**src/rtl/vga_timing_gen.sv**
```systemverilog
`default_nettype none
// ============================================================================
// Module   : vga_timing_gen
// Brief    : VGA raster timing with clock-enable pixel divider, registered
//            sync/colour outputs lagging drawX/drawY by one pixel period.
// Revision : 1.0
// ============================================================================
module vga_timing_gen #(
  parameter int CLK_DIV  = 4,
  parameter int H_ACTIVE = 640,
  parameter int H_FP     = 16,
  parameter int H_SYNC   = 96,
  parameter int H_BP     = 48,
  parameter int V_ACTIVE = 480,
  parameter int V_FP     = 10,
  parameter int V_SYNC   = 2,
  parameter int V_BP     = 33
) (
  input  logic        clk,
  input  logic        rst_n,
  input  logic [11:0] pixel_color,
  output logic [10:0] drawX,
  output logic [10:0] drawY,
  output logic        pixel_tick,
  output logic        frame_start,
  output logic        hsync,
  output logic        vsync,
  output logic [3:0]  vga_r,
  output logic [3:0]  vga_g,
  output logic [3:0]  vga_b
);

  localparam int H_TOTAL = H_ACTIVE + H_FP + H_SYNC + H_BP;
  localparam int V_TOTAL = V_ACTIVE + V_FP + V_SYNC + V_BP;
  localparam int DIV_W   = (CLK_DIV > 1) ? $clog2(CLK_DIV) : 1;

  localparam logic [DIV_W-1:0] C_DIV_LAST = DIV_W'(CLK_DIV - 1);
  localparam logic [10:0] C_H_LAST   = 11'(H_TOTAL - 1);
  localparam logic [10:0] C_V_LAST   = 11'(V_TOTAL - 1);
  localparam logic [10:0] C_H_ACT    = 11'(H_ACTIVE);
  localparam logic [10:0] C_V_ACT    = 11'(V_ACTIVE);
  localparam logic [10:0] C_HS_START = 11'(H_ACTIVE + H_FP);
  localparam logic [10:0] C_HS_END   = 11'(H_ACTIVE + H_FP + H_SYNC);
  localparam logic [10:0] C_VS_START = 11'(V_ACTIVE + V_FP);
  localparam logic [10:0] C_VS_END   = 11'(V_ACTIVE + V_FP + V_SYNC);

  logic [DIV_W-1:0] div_q, div_d;
  logic             tick_q, tick_d;
  logic             frame_q, frame_d;
  logic [10:0]      hc_q, hc_d;
  logic [10:0]      vc_q, vc_d;
  logic             hsync_q, hsync_d;
  logic             vsync_q, vsync_d;
  logic [11:0]      rgb_q, rgb_d;
  logic             w_hsync_c, w_vsync_c, w_active_c;

  always_comb begin
    w_hsync_c  = !((hc_q >= C_HS_START) && (hc_q < C_HS_END));
    w_vsync_c  = !((vc_q >= C_VS_START) && (vc_q < C_VS_END));
    w_active_c = (hc_q < C_H_ACT) && (vc_q < C_V_ACT);
  end

  // The tick flop is loaded one clk early so it is high exactly while div_q == CLK_DIV-1.
  always_comb begin
    div_d   = (div_q == C_DIV_LAST) ? '0 : div_q + DIV_W'(1);
    tick_d  = (div_d == C_DIV_LAST);
    hc_d    = hc_q;
    vc_d    = vc_q;
    hsync_d = hsync_q;
    vsync_d = vsync_q;
    rgb_d   = rgb_q;
    frame_d = tick_q && (hc_q == C_H_LAST) && (vc_q == C_V_LAST);
    if (tick_q) begin
      hc_d    = (hc_q == C_H_LAST) ? 11'd0 : hc_q + 11'd1;
      if (hc_q == C_H_LAST) begin
        vc_d  = (vc_q == C_V_LAST) ? 11'd0 : vc_q + 11'd1;
      end
      hsync_d = w_hsync_c;
      vsync_d = w_vsync_c;
      rgb_d   = w_active_c ? pixel_color : 12'h000;
    end
  end

  always_ff @(posedge clk or negedge rst_n) begin
    if (!rst_n) begin
      div_q   <= '0;
      tick_q  <= 1'b0;
      frame_q <= 1'b0;
      hc_q    <= 11'd0;
      vc_q    <= 11'd0;
      hsync_q <= 1'b1;
      vsync_q <= 1'b1;
      rgb_q   <= 12'h000;
    end else begin
      div_q   <= div_d;
      tick_q  <= tick_d;
      frame_q <= frame_d;
      hc_q    <= hc_d;
      vc_q    <= vc_d;
      hsync_q <= hsync_d;
      vsync_q <= vsync_d;
      rgb_q   <= rgb_d;
    end
  end

  assign drawX       = hc_q;
  assign drawY       = vc_q;
  assign pixel_tick  = tick_q;
  assign frame_start = frame_q;
  assign hsync       = hsync_q;
  assign vsync       = vsync_q;
  assign vga_r       = rgb_q[11:8];
  assign vga_g       = rgb_q[7:4];
  assign vga_b       = rgb_q[3:0];

endmodule
`default_nettype wire

```
**config.mk**
```make
export PLATFORM = sky130hd
export DESIGN_NAME = vga_timing_gen
export DESIGN_NICKNAME = d
export VERILOG_FILES = /design/src/rtl/vga_timing_gen.sv
export SDC_FILE = /design/constraint.sdc
export NUM_CORES = 1
export LEC_CHECK = 0
export ABC_AREA = 0
export CAP_MARGIN = 20
export CELL_PAD_IN_SITES_DETAIL_PLACEMENT = 1
export CELL_PAD_IN_SITES_GLOBAL_PLACEMENT = 1
export CORE_ASPECT_RATIO = 0.75
export CORE_MARGIN = 2
export CORE_UTILIZATION = 39
export DETAILED_ROUTE_END_ITERATION = 8
export PLACE_DENSITY_LB_ADDON = 0.1
export SETUP_SLACK_MARGIN = 0.05
export SYNTH_ARGS = -nofsm -noshare
export SYNTH_HDL_FRONTEND = slang
export SYNTH_SLANG_ARGS = --single-unit
```
**constraint.sdc**
```tcl
create_clock -name clk -period 4.3 [get_ports clk]
set_input_delay 1.29 -clock clk [delete_from_list [all_inputs] [get_ports clk]]
set_output_delay 1.29 -clock clk [all_outputs]
set_load 0.02 [all_outputs]
```
==> metrics.yaml <==
die:
  coreArea_um2: 4570
  row_count: 21
  die_area_um2: 5460
  initial_core_util_pct: 41.6
  io_pins: 52
  die_w_um: 84.6
  die_h_um: 64.5
route:
  avgViaCountPerCell: 5.35
  drc: 0
  wl_um: 5000
  drtIter0Drc: 48
  vias: 1615
  ant_nets: 0
  dr.pass1.iters: 4
  drt-wirelength-per-cell_um: 16.6
pwr:
  p_leak_nw: 1.13
  p_total_mw: 0.769
  power_density_nw_per_um2: 297
  peakVddDrop_mv: 0.149
clock_network:
  htreeDepth: 2
  cts_buffers: 5
  root_buffer: "clkbuf_8"
  post_cts_buffers: 0
  cts_buffer_depth: 2
  path_clk_slew_ns: 0.08
  cts_hold_buf: 0
  clk_latency_ns: 0.30
  cts_tree: "built"
  clock_sinks: 40
  ctsResizeCount: 0
worst_setup_path:
  startpoint_type: "flop"
  cp-end-kind: "output port"
  worstSetupPathDepth: 1
  crit_arrival_ns: 1.48
  path_buf_inv: 1
  required_ns: 3.01
  path_class: "reg2out"
  r2r-start: "drawX[10]"
  critical-path-top-delay-family: "buffers and inverters"
  r2r-end: "drawY[4]"
  reg2reg_slack_ns: 2.18
  crit_chain: "clkdlybuf4s50_1"
  crit_path_start: "drawX[4]"
  critPathMaxFanout: 8
  cp_slowest_cell: "clkdlybuf4s50_1"
  r2r_cells: 4
  crit_path_max_incr_delay_ns: 0.67
  cp-endpoint: "drawX[4]"
yosys:
  synth-seq-cells: 40
  synth_fp_nets: 211
  synth_cell_types: 38
  ys.warnings.count: 0
  avgSynthCellArea_um2: 10.0
  syn_inst: 190
  syn-cell-area_um2: 1900
  synth_seq_area_share_pct: 52.8
grt:
  antenna_found_initial: 0
  grt_start_max_net_pins: 41
  track_usage_pct: 20.0
  grt_remaining_overflow: 0
  grt_pass1_wl_um: 8470
  grt_pass1_vias: 1648
layout:
  multiInputGateArea_um2: 797
  layout-drive-gt1-share_pct: 8.57
  regArea_um2: 1000
  area_delta_synth_final_pct: 36.0
  mostFrequentLayoutCells: "clkdlybuf4s50_1, dfrtp_1, nand2_1"
  post-route-cell-area_um2: 2590
  antenna_cells: 0
  fillers: 515
  final_nets: 265
  mostFrequentLayoutCell: "clkdlybuf4s50_1"
timing:
  clock_skew_ns: 0.00589
  setup_ws_ns: 1.53
  grt_setup_unrepaired: "false"
  setup_viol: 0
  finalSetupTns_ns: 0
  max-slew-margin-rel_pct: 41.2
  fmax_ghz: 0.362
  fin_crit_sh_pct: 64.3
  min_period_ns: 2.77
  tightest_slew_ns: 0.882
  final_max_slew_viol_count: 0
  hold_slack_ns: 0.473
  hold_viol_final: 0
place:
  place_area_um2: 2460
  dp_hpwl_um: 3630
  gp_congestion: 0.874
  dp_slack_ns: 1.88
  portBuffers: 51
hold_path:
  min_from: "div_q[0]"
  hp-class: "reg2reg"
job:
  drv_cap: 0
outcome:
  status: "finished, final reports clean"
-- synth_stat cells, drive strengths merged --
cell     n  share of area (%)
nor2    15                3.1
o21ai   20                5.3
buf      1               0.59
xor2     6                2.8
inv     20                3.9
nand4    6                2.0
or3      2               0.92
nor2b    1               0.33
a31oi    1               0.33
dfstp    2                2.8
or4      1               0.59
nor3     6                2.4
mux2i    2                1.1
nor4b    2                1.2
nor4     3                1.3
o22ai    1               0.33
nor4bb   1               0.53
ha       7                4.6
a21oi    1               0.26
nand2   23                4.5
mux2     1               0.59
nand3    6                1.6
nand4b   1               0.46
a22o     3                1.4
a21o     1               0.39
clkbuf   4               0.79
a32o     1               0.53
dfrtp   38                 50
o31ai    2               0.79
and3     5                1.6
nor3b    3                1.2
xnor2    4                1.8
-- cell families after synthesis --
kind of cell / synth area share (%)
AND/OR/NAND/NOR: 21.8
XOR/XNOR: 4.61
AO/OA/AOI/OAI: 9.28
buffers and inverters: 5.33
multiplexers: 1.64
adder cells (fa/ha/maj): 4.61
flip-flops: 52.8
-- through the flow --
stage | util, % | std cells
floorplan | - | 190
global placement | 53.8 | 294
detailed placement | 53.8 | 294
CTS | 56.6 | 302
global route | 56.6 | 302
finish | 56.6 | 302
-- cell type report --
cell class	instances	area share [%]
clock buffer	7	3.73
inverter	20	2.90
sequential	40	38.8
timing repair buffer	52	19.8
tap	57	2.76
clock inverter	1	1.16
multi-input combinational	125	30.8
-- registers in the layout (all words and copies together) (netlist names) --
name,count
vsync,1
rgb_q,12
drawY,11
drawX,11
pixel_tick,1
hsync,1
div_q,2
frame_start,1
-- worst min path at each step --
stage / end / slack [ns] / cells past startpoint
CTS: div_q[0] / 0.48 / 1
finish: div_q[0] / 0.47 / 1
detailed placement: div_q[0] / 0.47 / 1
global placement: div_q[0] / 0.43 / 1
global route: div_q[0] / 0.50 / 1
floorplan: div_q[0] / 0.42 / 1
-- report_power, final --
part | switching (mW) | internal (mW) | total [mW]
clock | 0.136 | 0.205 | 0.341
sequential | 0.00305 | 0.382 | 0.385
combinational | 0.0218 | 0.0217 | 0.0436
total | 0.161 | 0.608 | 0.769
-- worst register-to-register path, stage by stage, from the launching register on --
cell and delay [ns]:
dfrtp_1 0.46, or4_4 0.58, nor3_2 0.52, nand2_1 0.19
o31ai_1 0.28
-- routing by layer --
metal / up-vias / global-route usage, % / wire length [um]
li1: 753 / - / -
met1: 801 / 27.5 / 2350
met2: 55 / 31.3 / 2320
met3: 6 / 5.48 / 292
met4: 0 / 5.36 / 30
met5: - / 0 / 0
Power figures use the tool's default switching activity.
